==> config.mk <==
export PLATFORM = sky130hd
export DESIGN_NAME = uart_rx_flat
export DESIGN_NICKNAME = d
export VERILOG_FILES = /design/src/rtl/uart_pkg.sv /design/src/rtl/uart_rx_if.sv /design/src/rtl/sync_2ff.sv /design/src/rtl/uart_rx.sv /design/src/flat_wrapper.sv
export SDC_FILE = /design/constraint.sdc
export NUM_CORES = 1
export LEC_CHECK = 0
export ABC_CLOCK_PERIOD_IN_PS = 1700
export CAP_MARGIN = 10
export CELL_PAD_IN_SITES_DETAIL_PLACEMENT = 0
export CELL_PAD_IN_SITES_GLOBAL_PLACEMENT = 2
export CORE_MARGIN = 4
export CORE_UTILIZATION = 34
export CTS_CLUSTER_SIZE = 24
export DETAILED_ROUTE_END_ITERATION = 8
export HOLD_SLACK_MARGIN = 0.06
export PLACE_DENSITY = 0.74
export SYNTH_ARGS = -nofsm -noshare
export SYNTH_HDL_FRONTEND = slang
export SYNTH_HIERARCHICAL = 1
export SYNTH_SLANG_ARGS = --single-unit
==> constraint.sdc <==
create_clock -name clk_25mhz -period 1.7 [get_ports clk_25mhz]
set_input_delay 0.255 -clock clk_25mhz [delete_from_list [all_inputs] [get_ports clk_25mhz]]
set_output_delay 0.255 -clock clk_25mhz [all_outputs]
set_load 0.03 [all_outputs]
==> src/rtl/uart_pkg.sv <==
// uart_pkg: definitions shared by uart_rx and uart_tx.
//   DATA_BITS     : payload width of one frame
//   uart_state_e  : receiver/transmitter FSM encodings
//   clks_per_bit(): rounded clock-to-baud divider
package uart_pkg;
  localparam int DATA_BITS = 8;

  typedef enum logic [2:0] {
    ST_IDLE,
    ST_START,
    ST_DATA,
    ST_PARITY,
    ST_STOP,
    ST_WAIT_IDLE
  } uart_state_e;

  // Round to the nearest integer divider so the bit period error stays minimal.
  function automatic int clks_per_bit(input int clk_hz, input int baud);
    return (clk_hz + baud / 2) / baud;
  endfunction
endpackage

==> src/rtl/uart_rx_if.sv <==
// uart_rx_if: byte-output side of the UART receiver.
//   data/data_valid/data_ready : valid/ready holding register
//   busy                       : receiver mid-frame
//   frame_err/overrun/parity_err : one-cycle error pulses
// master = receiver, slave = consumer.
interface uart_rx_if;
  import uart_pkg::*;
  logic [DATA_BITS-1:0] data;
  logic                 data_valid;
  logic                 data_ready;
  logic                 busy;
  logic                 frame_err;
  logic                 overrun;
  logic                 parity_err;

  modport master (output data, data_valid, busy, frame_err, overrun, parity_err,
                  input  data_ready);
  modport slave  (input  data, data_valid, busy, frame_err, overrun, parity_err,
                  output data_ready);
endinterface

==> src/rtl/sync_2ff.sv <==
// sync_2ff: two-flop synchroniser for a single asynchronous bit.
//   i_clk, i_rst_n : destination clock, async active-low reset
//   i_d            : asynchronous input
//   o_q            : synchronised output (2-cycle latency)
// RESET_VAL sets both flops on reset (1 for an idle-high serial line).
module sync_2ff #(
  parameter logic RESET_VAL = 1'b1
) (
  input  logic i_clk,
  input  logic i_rst_n,
  input  logic i_d,
  output logic o_q
);
  logic r_meta, r_q;

  always_ff @(posedge i_clk or negedge i_rst_n) begin
    if (!i_rst_n) begin
      r_meta <= RESET_VAL;
      r_q    <= RESET_VAL;
    end else begin
      r_meta <= i_d;
      r_q    <= r_meta;
    end
  end

  assign o_q = r_q;
endmodule

==> src/rtl/uart_rx.sv <==
// uart_rx: 8N1 UART receiver (8E1 when UART_RX_PARITY_EN is defined).
//   clk_25mhz : system clock
//   resetn    : async active-low reset
//   rx        : serial line, idle high, asynchronous
//   bus       : uart_rx_if.master -- byte holding register (data/data_valid/
//               data_ready), busy, and error pulses frame_err/overrun/parity_err
// Frames are sampled mid-bit, LSB first. A finished good frame is handed to the
// holding register one cycle after its stop sample.
module uart_rx
  import uart_pkg::*;
#(
  parameter int CLK_HZ = 25_000_000,
  parameter int BAUD   = 115_200
) (
  input  logic      clk_25mhz,
  input  logic      resetn,
  input  logic      rx,
  uart_rx_if.master bus
);
  localparam int CLKS_PER_BIT = clks_per_bit(CLK_HZ, BAUD);
  localparam int HALF_BIT     = CLKS_PER_BIT / 2;
  localparam int CW           = $clog2(CLKS_PER_BIT);
  localparam int BW           = $clog2(DATA_BITS);
  localparam logic [CW-1:0] BIT_END  = CW'(CLKS_PER_BIT - 1);
  localparam logic [CW-1:0] HALF_END = CW'(HALF_BIT - 1);
  localparam logic [BW-1:0] LAST_BIT = BW'(DATA_BITS - 1);

  logic                 w_rx_s;
  logic                 w_bit_end;
  logic                 w_par_ok;
  uart_state_e          r_state;
  logic [CW-1:0]        r_cnt;
  logic [BW-1:0]        r_bit;
  logic [DATA_BITS-1:0] r_shift;
  logic [DATA_BITS-1:0] r_data;
  logic                 r_valid;
  logic                 r_deliver;
  logic                 r_ferr;
  logic                 r_ovr;
  logic                 r_perr;

  sync_2ff #(.RESET_VAL(1'b1)) u_sync (
    .i_clk  (clk_25mhz),
    .i_rst_n(resetn),
    .i_d    (rx),
    .o_q    (w_rx_s)
  );

  assign w_bit_end = (r_cnt == BIT_END);

`ifdef UART_RX_PARITY_EN
  logic r_par;
  // Even parity: the parity bit equals the XOR of the data bits.
  assign w_par_ok = (r_par == ^r_shift);
`else
  assign w_par_ok = 1'b1;
`endif

  always_ff @(posedge clk_25mhz or negedge resetn) begin
    if (!resetn) begin
      r_state   <= ST_IDLE;
      r_cnt     <= '0;
      r_bit     <= '0;
      r_shift   <= '0;
      r_data    <= '0;
      r_valid   <= 1'b0;
      r_deliver <= 1'b0;
      r_ferr    <= 1'b0;
      r_ovr     <= 1'b0;
      r_perr    <= 1'b0;
`ifdef UART_RX_PARITY_EN
      r_par     <= 1'b0;
`endif
    end else begin
      r_deliver <= 1'b0;
      r_ferr    <= 1'b0;
      r_ovr     <= 1'b0;
      r_perr    <= 1'b0;
      r_cnt     <= r_cnt + CW'(1);

      case (r_state)
        ST_IDLE: begin
          r_cnt <= '0;
          if (!w_rx_s) r_state <= ST_START;
        end
        // Re-check the start bit at its midpoint to reject short glitches.
        ST_START: if (r_cnt == HALF_END) begin
          r_cnt   <= '0;
          r_bit   <= '0;
          r_state <= w_rx_s ? ST_IDLE : ST_DATA;
        end
        ST_DATA: if (w_bit_end) begin
          r_cnt   <= '0;
          r_shift <= {w_rx_s, r_shift[DATA_BITS-1:1]};
          r_bit   <= r_bit + BW'(1);
`ifdef UART_RX_PARITY_EN
          if (r_bit == LAST_BIT) r_state <= ST_PARITY;
`else
          if (r_bit == LAST_BIT) r_state <= ST_STOP;
`endif
        end
`ifdef UART_RX_PARITY_EN
        ST_PARITY: if (w_bit_end) begin
          r_cnt   <= '0;
          r_par   <= w_rx_s;
          r_state <= ST_STOP;
        end
`endif
        // A bad parity drops the byte but the stop bit is still judged, so
        // a frame can raise both errors.
        ST_STOP: if (w_bit_end) begin
          r_cnt  <= '0;
          r_perr <= !w_par_ok;
          if (w_rx_s) begin
            r_deliver <= w_par_ok;
            r_state   <= ST_IDLE;
          end else begin
            r_ferr  <= 1'b1;
            r_state <= ST_WAIT_IDLE;
          end
        end
        // Hold off on a break / stuck-low line until it returns high.
        ST_WAIT_IDLE: begin
          r_cnt <= '0;
          if (w_rx_s) r_state <= ST_IDLE;
        end
        default: begin
          r_cnt   <= '0;
          r_state <= ST_IDLE;
        end
      endcase

      // Holding register: a consumer pop in the same cycle frees the slot.
      if (r_deliver) begin
        if (!r_valid || bus.data_ready) begin
          r_data  <= r_shift;
          r_valid <= 1'b1;
        end else begin
          r_ovr <= 1'b1;
        end
      end else if (r_valid && bus.data_ready) begin
        r_valid <= 1'b0;
      end
    end
  end

  assign bus.data       = r_data;
  assign bus.data_valid = r_valid;
  assign bus.busy       = (r_state != ST_IDLE);
  assign bus.frame_err  = r_ferr;
  assign bus.overrun    = r_ovr;
  assign bus.parity_err = r_perr;
endmodule

==> src/flat_wrapper.sv <==
// flat-port wrapper written by rule: the top's interface ports become plain ports
module uart_rx_flat import uart_pkg::*;
#(
  parameter int CLK_HZ = 25_000_000,
  parameter int BAUD   = 115_200
)
  (clk_25mhz, resetn, rx, bus_data, bus_data_valid, bus_busy, bus_frame_err, bus_overrun, bus_parity_err, bus_data_ready);
  uart_rx_if bus_i ();
  input  logic clk_25mhz;
  input  logic resetn;
  input  logic rx;
  output wire logic [$bits(bus_i.data)-1:0] bus_data;
  output wire logic [$bits(bus_i.data_valid)-1:0] bus_data_valid;
  output wire logic [$bits(bus_i.busy)-1:0] bus_busy;
  output wire logic [$bits(bus_i.frame_err)-1:0] bus_frame_err;
  output wire logic [$bits(bus_i.overrun)-1:0] bus_overrun;
  output wire logic [$bits(bus_i.parity_err)-1:0] bus_parity_err;
  input wire logic [$bits(bus_i.data_ready)-1:0] bus_data_ready;
  assign bus_data = bus_i.data;
  assign bus_data_valid = bus_i.data_valid;
  assign bus_busy = bus_i.busy;
  assign bus_frame_err = bus_i.frame_err;
  assign bus_overrun = bus_i.overrun;
  assign bus_parity_err = bus_i.parity_err;
  assign bus_i.data_ready = bus_data_ready;
  uart_rx #(.CLK_HZ(CLK_HZ), .BAUD(BAUD)) u_core (.clk_25mhz(clk_25mhz), .resetn(resetn), .rx(rx), .bus(bus_i));
endmodule
**After elaboration in Yosys (flattened, before gate mapping)**

Index checks and enable logic that the tools add are counted.

- Register bits after elaboration: 36
- Output and inout bits: 13
- Logic and storage cells: 66

- Add/sub/neg operators: 2
- Eq/ne operators: 14
- Multiplexer cells: 26
- Reduce and logical (&&, ||, !) cells: 13

Operators with widths:

| operator | count |
|---|---|
| 3-bit two-way mux | 9 |
| 8-bit two-way mux | 2 |
| 8-bit one-hot mux with 2 select lines | 1 |
| 3-bit one-hot mux with 5 select lines | 1 |
| 1-bit two-way mux | 11 |
| 3-bit equality test (second input constant) | 3 |
| 8-bit by 1-bit adder with 8-bit output (second input constant) | 1 |
| 8-bit by 7-bit equality test with 1-bit output (second input constant) | 1 |
| 8-bit equality test (second input constant) | 1 |
| 2-bit by 1-bit inequality test with 1-bit output (second input constant) | 4 |
| 2-bit inequality test (second input constant) | 3 |
| 3-bit one-hot mux with 2 select lines | 1 |
| 2-bit AND reduction | 3 |
| 6-bit AND reduction | 1 |
| 2-bit nonzero test | 2 |
| 3-bit by 1-bit adder with 3-bit output (second input constant) | 1 |
| 3-bit by 1-bit equality test with 1-bit output (second input constant) | 1 |
| 3-bit by 2-bit equality test with 1-bit output (second input constant) | 1 |
| 3-bit zero test | 1 |
| 3-bit AND reduction | 1 |
| 3-bit nonzero test | 1 |
| 2-bit two-way mux | 1 |
| 2-bit OR reduction | 1 |
| 1-bit logical AND | 1 |
| other kinds (2) | 2 |

**Depth between registers and ports, before layout**

Gate-level depths: netlist (run 1).

- Depth after elaboration: 4
- Mapped depth: 7
- Gate-level depth less buffers: 6

**Hierarchy**

The synthesis (run 1) kept the hierarchy.

By module, submodules not included:

| module | instances | cells each | area each (sq um) | seq. area each (sq um) |
|---|---|---|---|---|
| uart_rx | 1 | 118 | 1495.2 | 850.8 |
| sync_2ff | 1 | 2 | 52.6 | 52.6 |

**Least setup slack after synthesis (run 1)**

Ideal clock, no wire load.

- Path type: register to register
- Start point: reg u_core.r_cnt[0]
- End point: reg u_core.r_shift[2]
- Library setup time: 0.125 ns
- Arrival: 1.434 ns
- Data required time: 1.575 ns
- Path slack: 0.141 ns
- Cell stages (with the launch flop): 7
- Buffers on the path: 1
- Clock period less this slack: 1.559 ns
- Path through: dfrtp_1 -> inv_1 -> ha_1 -> and3b_1 -> and4_4 -> buf_6 -> mux2_4

- Word-level cells in the longest chain between the ends: 2

RTL lines:

| item | RTL line | source |
|---|---|---|
| from (decl) | uart_rx.sv:32 | `logic [CW-1:0] r_cnt;` |
| from (signal assigned) | uart_rx.sv:79 | `r_cnt <= r_cnt + CW'(1);` |
| 8-bit equality test | uart_rx.sv:49 | `assign w_bit_end = (r_cnt == BIT_END);` |
| 2-bit AND reduction (no line) | n/a |  |
| to (signal assigned) | uart_rx.sv:94 | `r_shift <= {w_rx_s, r_shift[DATA_BITS-1:1]};` |
| to (decl) | uart_rx.sv:34 | `logic [DATA_BITS-1:0] r_shift;` |

No other way between the ends.
A chain may end at the register's enable or synchronous reset.

**Worst setup path in the final report (run 1)**

- Start point: reg u_core.r_cnt[1]
- End point: reg u_core.r_shift[3]

Same word-level chain as after synthesis.

==> metrics.cfg, run 1 <==
[grt]
grt_first_pass_wirelength_mm = 4.485
grt.overflow.total = 0
vias_in_the_first_global_route = 972
groute.layer.met1.usage_pct = 12.40
antenna_found_initial = 0
gr-usage-met2_pct = 17.16
most_utilized_layer_in_the_global_route_result = met2
largest_net_degree_at_the_start_of_global_routing = 37
met3_track_demand_over_resource_pct = 4.090
grtUsageTotal_pct = 10.62

[drt]
routed-via-count = 960
via_per_inst = 4.752
drc = 0
totalWireLength_mm = 2.610
antenna_left = 0
drt-initial-drc-count = 33
detail_route.first_pass.iterations = 3
drt-wirelength-per-cell_um = 12.92

[die]
num_io_pins = 17
fp-row-count = 24
dieArea_mm2 = 0.005696
die_h_um = 75.47
placeableCoreArea_mm2 = 0.004384
dieWidth_um = 75.47
initial_core_util_pct = 35.30

[timing]
clock.fmax_mhz = 610.5
final_period_minus_worst_setup_slack_ps = 1638
period_share_pct = 96.35
hold_violation_total_from_the_final_report = 0
fin_setup_tns_ps = 0
hold-worst-slack_ps = 356.7
rsz0062_at_grt = yes
setup_viol_count_final = 0
maxSlewViolCount = 0
final.setup_skew_ps = 4.585

[power_and_ir_drop]
p_switching_uw = 326.2
max_rail_drop_vdd_mv = 0.3987
power.combinational.fraction_pct = 1.9
p_sw_share_pct = 22.03
p_int_mw = 1.154
leakage_component_of_the_power_nw = 0.9045
pwr-share-clk_pct = 39.8
seq_power_share_pct = 58.3
power-per-cell-area_mw_per_mm2 = 764.8

[clocking]
tritoncts = yes
cts_buffers = 5
clkSlewWorstSetupHoldPaths_ps = 70
cts_max_path_buffers = 2
cts.hold.buffers_added = 0
cts_sinks = 36
clk_latency_ps = 280
cts-htree-levels = 2
root_buffer = sky130_fd_sc_hd__clkbuf_8

[finish]
commonest_non_fill_non_tap_cell_in_the_layout = sky130_fd_sc_hd__dfrtp_1
num-nets-final = 157
drive_above_1_share_pct = 28.00
layout.cells.most_common_list = sky130_fd_sc_hd__dfrtp_1 (34), sky130_fd_sc_hd__clkdlybuf4s50_1 (14), sky130_fd_sc_hd__nor2_1 (11), sky130_fd_sc_hd__mux2_2 (11), sky130_fd_sc_hd__buf_4 (8)
n_antenna_cell = 0
area_growth_syn_to_layout_pct = 25.06
core_occupancy_in_the_finished_layout_pct = 44.15

[synthesis]
ys_warn_count = 6
synth_ff_type = sky130_fd_sc_hd__dfrtp_1
synth_compound_gate_area_share_pct = 4.204
synth.lib_cells_used.distinct = 31
synth.ff_latch_count = 36
postSynthCellCount = 120
synth_seq_area_share_pct = 58.37
postSynth.asyncResetShare_pct = 100.0
number_of_nets_produced_by_synthesis = 128
synth_top_family_by_area = multiplexers
post_synthesis_xor_xnor_area_fraction_pct = 3.961
multiplexer_share_of_the_synthesized_area_pct = 13.82
synth_fa_ha_area_share_pct = 3.234
edff_count_synth = 0
synth.avg_cell_area_um2 = 12.90
synthSimpleGateAreaFrac_pct = 13.66
syn_std_cell_area_mm2 = 0.001548

[place]
port_buffers = 15
place_hpwl_mm = 1.820
finalWeightedCongestion = 0.7863

[job]
max-cap-violations = 0

[setup_path]
critical_path.startpoint_type = register
worstPathRequired_ps = 1870
worstRegToRegCells = 6
critPathCaptureType = register
data_arrival_time_of_the_critical_path_ps = 1810
crit_path_max_fanout = 7
critical_path_class = register to register

[min_path]
min-delay-path-class = register to register
holdPathStages = 0

[run_status]
outcome = finished clean

[through the flow]
| step | cell area [um2] | power (mW) | std cells | setup WS [ps] |
|---|---|---|---|---|
| after floorplan | 1548 | 0.8845 | 120 | 141.3 |
| after global placement | 1804 | 0.9081 | 191 | 116.3 |
| after detailed placement | 1804 | 0.9089 | 191 | 49.13 |
| after CTS | 1891 | 1.514 | 199 | 43.78 |
| after global routing | 1936 | 1.558 | 202 | -58.29 |
| final | 1936 | 1.480 | 202 | 62.04 |
[per-layer routing]
layer,wire length (um),up-vias,part of all wire [%]
li1,-,467,-
met1,1140,469,44
met2,1267,18,49
met3,153,6,5.9
met4,49,0,1.9
met5,0,-,0
[state kept, by name, indices dropped and copies added (netlist names)]
register / count
u_core/r_deliver: 1
u_core/bus.data_valid: 1
u_core/r_shift: 8
u_core/r_cnt: 8
u_core/u_sync/o_q: 1
u_core/r_bit: 3
u_core/bus.data: 8
u_core/r_state: 3
u_core/u_sync/r_meta: 1
u_core/bus.overrun: 1
u_core/bus.frame_err: 1
[synthesized netlist by cell type (2+ instances only)]
master | number | area, um2
sky130_fd_sc_hd__inv_1 | 4 | 15.01
sky130_fd_sc_hd__a22o_1 | 3 | 26.28
sky130_fd_sc_hd__nor3_1 | 3 | 15.01
sky130_fd_sc_hd__nand2b_1 | 2 | 12.51
sky130_fd_sc_hd__nor4b_1 | 2 | 17.52
sky130_fd_sc_hd__nor2b_1 | 2 | 12.51
sky130_fd_sc_hd__dfrtp_1 | 34 | 850.8
sky130_fd_sc_hd__o21ai_0 | 3 | 15.01
sky130_fd_sc_hd__xnor2_1 | 4 | 35.03
sky130_fd_sc_hd__nand2_1 | 7 | 26.28
sky130_fd_sc_hd__ha_1 | 4 | 50.05
sky130_fd_sc_hd__mux2_4 | 6 | 90.09
sky130_fd_sc_hd__xor2_1 | 3 | 26.28
sky130_fd_sc_hd__mux2_2 | 11 | 123.9
sky130_fd_sc_hd__nand3_1 | 5 | 25.02
sky130_fd_sc_hd__nor2_1 | 11 | 41.29
sky130_fd_sc_hd__dfstp_2 | 2 | 52.55
[power by group through the flow]
stage                     Combinational [mW]  Clock [mW]  Sequential (mW)
final                                 0.0282       0.589            0.863
after global routing                  0.0330       0.663            0.863
after CTS                             0.0300       0.622            0.862
after detailed placement              0.0297           0            0.879
after global placement                0.0291           0            0.879
after floorplan                      0.00609           0            0.878
[cell type report]
class                      instances  area (um2)
fill                             420        2449
timing repair buffer              25       245.2
sequential                        36       903.4
multi-input combinational         77       619.3
tap                               52       65.06
inverter                           4       15.01
clock buffer                       5       68.82
clock inverter                     3       18.77
[kinds of logic after synthesis]
logic type / Yosys count
AO/OA/AOI/OAI: 9
XOR/XNOR: 7
adder cells (fa/ha/maj): 4
buffers and inverters: 7
flip-flops: 36
multiplexers: 17
other: 1
AND/OR/NAND/NOR: 39
[worst paths after layout]
kind / startpoint / slack (ps) / end
max reg2reg: u_core/r_cnt[1] / 60 / u_core/r_shift[3]
min reg2reg: u_core/u_sync/r_meta / 360 / u_core/u_sync/o_q
max in group asynchronous: resetn / 980 / u_core/u_sync/r_meta
max: u_core/r_cnt[1] / 60 / u_core/r_shift[3]
min in group asynchronous: resetn / 380 / u_core/bus.overrun
min: u_core/u_sync/r_meta / 360 / u_core/u_sync/o_q
[critical path, cell delays in order, from the launching register on]
cell	delay, ps
sky130_fd_sc_hd__dfrtp_1	400
sky130_fd_sc_hd__inv_1	60
sky130_fd_sc_hd__ha_1	130
sky130_fd_sc_hd__and3b_1	210
sky130_fd_sc_hd__and4_4	290
sky130_fd_sc_hd__buf_12	140
sky130_fd_sc_hd__mux2_4	290
[repair_timing]
action | CTS | global route
buffers inserted | 0 | 3
resized for setup | 1 | 4
endpoints found under the setup margin | 1 | 12
pin swaps | 0 | 1
(Power assumes the default switching activity.)
==> inputs of run 2 (changes only) <==
--- a/config.mk
+++ b/config.mk
@@ -9,6 +9,7 @@
 export CAP_MARGIN = 10
 export CELL_PAD_IN_SITES_DETAIL_PLACEMENT = 0
 export CELL_PAD_IN_SITES_GLOBAL_PLACEMENT = 2
+export CORE_ASPECT_RATIO = 0.75
 export CORE_MARGIN = 4
 export CORE_UTILIZATION = 34
 export CTS_CLUSTER_SIZE = 24
==> run 2 against run 1 <==
  * Register-to-register slack about the same
  * Clock skew increased by 1.0 ps
  * Cell area decreased by 2.1%
  * Global-route usage increased by 0.13 points
  * Final cell count increased by 0.50%
  * Non-clock buffer count decreased by 2
  * Clock power increased by 3.6%
  * Via count decreased by 0.94%
  * Utilization increased by 0.64 points
  * Sequential cell count unchanged
  * Maximum frequency increased by 0.12%
  * First-iteration DRC count increased by 6.1%
  * Largest power group unchanged
  * Highest routed layer unchanged
==> metrics.cfg, run 2 (same netlist as run 1, synthesis figures left out) <==
[setup_path]
crit_slowest_cell = sky130_fd_sc_hd__dfrtp_1
cp_cell_sequence = or3_1, dlygate4sd2_1
worstPathRequired_ps = 1440  ; -430 ps
data_arrival_time_of_the_critical_path_ps = 1380  ; -430 ps
crit_path_max_fanout = 2  ; -5
critical_path.startpoint_type = register
timing.critical_path.slowest_cell_delay_ps = 380  ; -20 ps
critPathCaptureType = output port
timing.critical_path.buf_inv = 1  ; -1
critical_path_class = register to output port
path_delay_family = flip-flops

[drt]
totalWireLength_mm = 2.622  ; +0.46%
drt-wirelength-per-cell_um = 12.92  ; about the same
via_per_inst = 4.685  ; -1.4%
antenna_left = 0  ; unchanged
drc = 0  ; unchanged
drt-initial-drc-count = 35  ; +6.1%
routed-via-count = 951  ; -0.94%
detail_route.first_pass.iterations = 4  ; +1

[timing]
period_share_pct = 96.24  ; -0.11 points
rsz0062_at_grt = yes
final.setup_skew_ps = 5.626  ; +1.040 ps
hold_violation_total_from_the_final_report = 0  ; unchanged
final_period_minus_worst_setup_slack_ps = 1636  ; -1.941 ps
clock.fmax_mhz = 611.2  ; +0.12%
maxSlewViolCount = 0  ; unchanged
hold-worst-slack_ps = 357.5  ; +0.7720 ps
setup_viol_count_final = 0  ; unchanged

[clocking]
clkSlewWorstSetupHoldPaths_ps = 70  ; about the same
root_buffer = sky130_fd_sc_hd__clkbuf_8
cts-htree-levels = 2  ; unchanged
clk_latency_ps = 280  ; about the same
cts_sinks = 36  ; unchanged
cts_buffers = 5  ; unchanged
cts_max_path_buffers = 2  ; unchanged
tritoncts = yes

[die]
dieArea_mm2 = 0.005707  ; +0.19%
num_io_pins = 17  ; unchanged
placeableCoreArea_mm2 = 0.004229  ; -3.5%
initial_core_util_pct = 36.60  ; +1.3 points
die_h_um = 66.43  ; -12%
fp-row-count = 20  ; -17%
dieWidth_um = 85.91  ; +14%

[power_and_ir_drop]
power-per-cell-area_mw_per_mm2 = 792.7  ; +3.6%
power.combinational.fraction_pct = 1.9  ; about the same
total_power_mw = 1.502  ; +1.4%
leakage_component_of_the_power_nw = 0.8866  ; -2.0%
p_sw_share_pct = 20.59  ; -1.4 points
p_int_mw = 1.192  ; +3.3%
pwr-share-clk_pct = 40.6  ; +0.8 points
seq_power_share_pct = 57.5  ; -0.8 points
max_rail_drop_vdd_mv = 0.4624  ; +16%
p_switching_uw = 309.2  ; -5.2%

[finish]
layout.cells.most_common_list = sky130_fd_sc_hd__dfrtp_1 (34), sky130_fd_sc_hd__clkdlybuf4s50_1 (14), sky130_fd_sc_hd__nor2_1 (11), sky130_fd_sc_hd__mux2_2 (11), sky130_fd_sc_hd__buf_4 (8)
final.fill_count = 397  ; -5.5%
multi_input_gate_area_in_the_final_layout_um2 = 605.6  ; -2.2%
drive_above_1_share_pct = 25.68  ; -2.3 points
area_growth_syn_to_layout_pct = 22.39
num-nets-final = 155  ; -1.3%
sequential_area_um2 = 903.4  ; unchanged
commonest_non_fill_non_tap_cell_in_the_layout = sky130_fd_sc_hd__dfrtp_1
n_antenna_cell = 0  ; unchanged

[grt]
grt_first_pass_wirelength_mm = 4.712  ; +5.1%
grt.overflow.total = 0  ; unchanged
antenna_found_initial = 0  ; unchanged
grtUsageTotal_pct = 10.75  ; +0.13 points
vias_in_the_first_global_route = 989  ; +1.7%
largest_net_degree_at_the_start_of_global_routing = 37  ; unchanged

[run_status]
outcome = finished clean

[place]
finalWeightedCongestion = 0.7452  ; -5.2%
place_hpwl_mm = 1.884  ; +3.6%
port_buffers = 15  ; unchanged

[min_path]
min-delay-path-class = register to register

[job]
max-cap-violations = 0  ; unchanged

-- run 2: metal layers --
metal | up-vias | wire [um] | part of all wire, % | GRT usage (%)
li1 | 467 | - | - | -
met1 | 466 | 1397 | 53 | 14.40
met2 | 16 | 1084 | 41 | 15.77
met3 | 2 | 121 | 4.6 | 3.861
met4 | 0 | 18 | 0.69 | 4.150
met5 | - | 0 | 0 | 0
-- run 2: layout make-up --
type                       count  share of cell area, %
sequential                    36                  47.69
multi-input combinational     77                  31.97
timing repair buffer          23                  11.03
clock buffer                   6                  4.359
tap                           55                  3.633
inverter                       4                 0.7926
clock inverter                 2                 0.5284
-- run 2: metrics by stage --
stage | area [um2] | setup slack, ps | std cells | util, % | setup TNS, ps
final | 1894 | 63.98 | 203 | 44.79 | 0
after global routing | 1894 | -30.20 | 203 | 44.79 | -132.6
after CTS | 1894 | 37.22 | 203 | 44.79 | 0
after detailed placement | 1803 | 50.27 | 195 | 42.63 | 0
after global placement | 1803 | 76.65 | 195 | 42.63 | 0
after floorplan | 1548 | 141.3 | 120 | - | 0
-- run 2: timing repair --
action                     CTS  global route
resized for setup            1             0
pin swaps                    0             0
gates cloned                 0             0
setup buffers                0             0
setup endpoints to repair    1             9
hold buffers                 0             0
-- run 2: power groups by stage --
stage / Clock (mW) / Sequential [mW] / Combinational (mW)
after floorplan: 0 / 0.878 / 0.00609
after global placement: 0 / 0.879 / 0.0296
after detailed placement: 0 / 0.879 / 0.0300
after CTS: 0.636 / 0.863 / 0.0302
after global routing: 0.684 / 0.862 / 0.0339
final: 0.610 / 0.863 / 0.0283
-- run 2: final timing paths --
check | start | endpoint | slack (ps) | cells past startpoint
max | u_core/r_state[2] | bus_busy | 60 | 2
min | u_core/u_sync/r_meta | u_core/u_sync/o_q | 360 | 0
max reg2reg | u_core/r_cnt[0] | u_core/r_bit[0] | 70 | 6
min reg2reg | u_core/u_sync/r_meta | u_core/u_sync/o_q | 360 | 0
max in group asynchronous | resetn | u_core/u_sync/r_meta | 960 | 2
min in group asynchronous | resetn | u_core/r_cnt[6] | 390 | 2
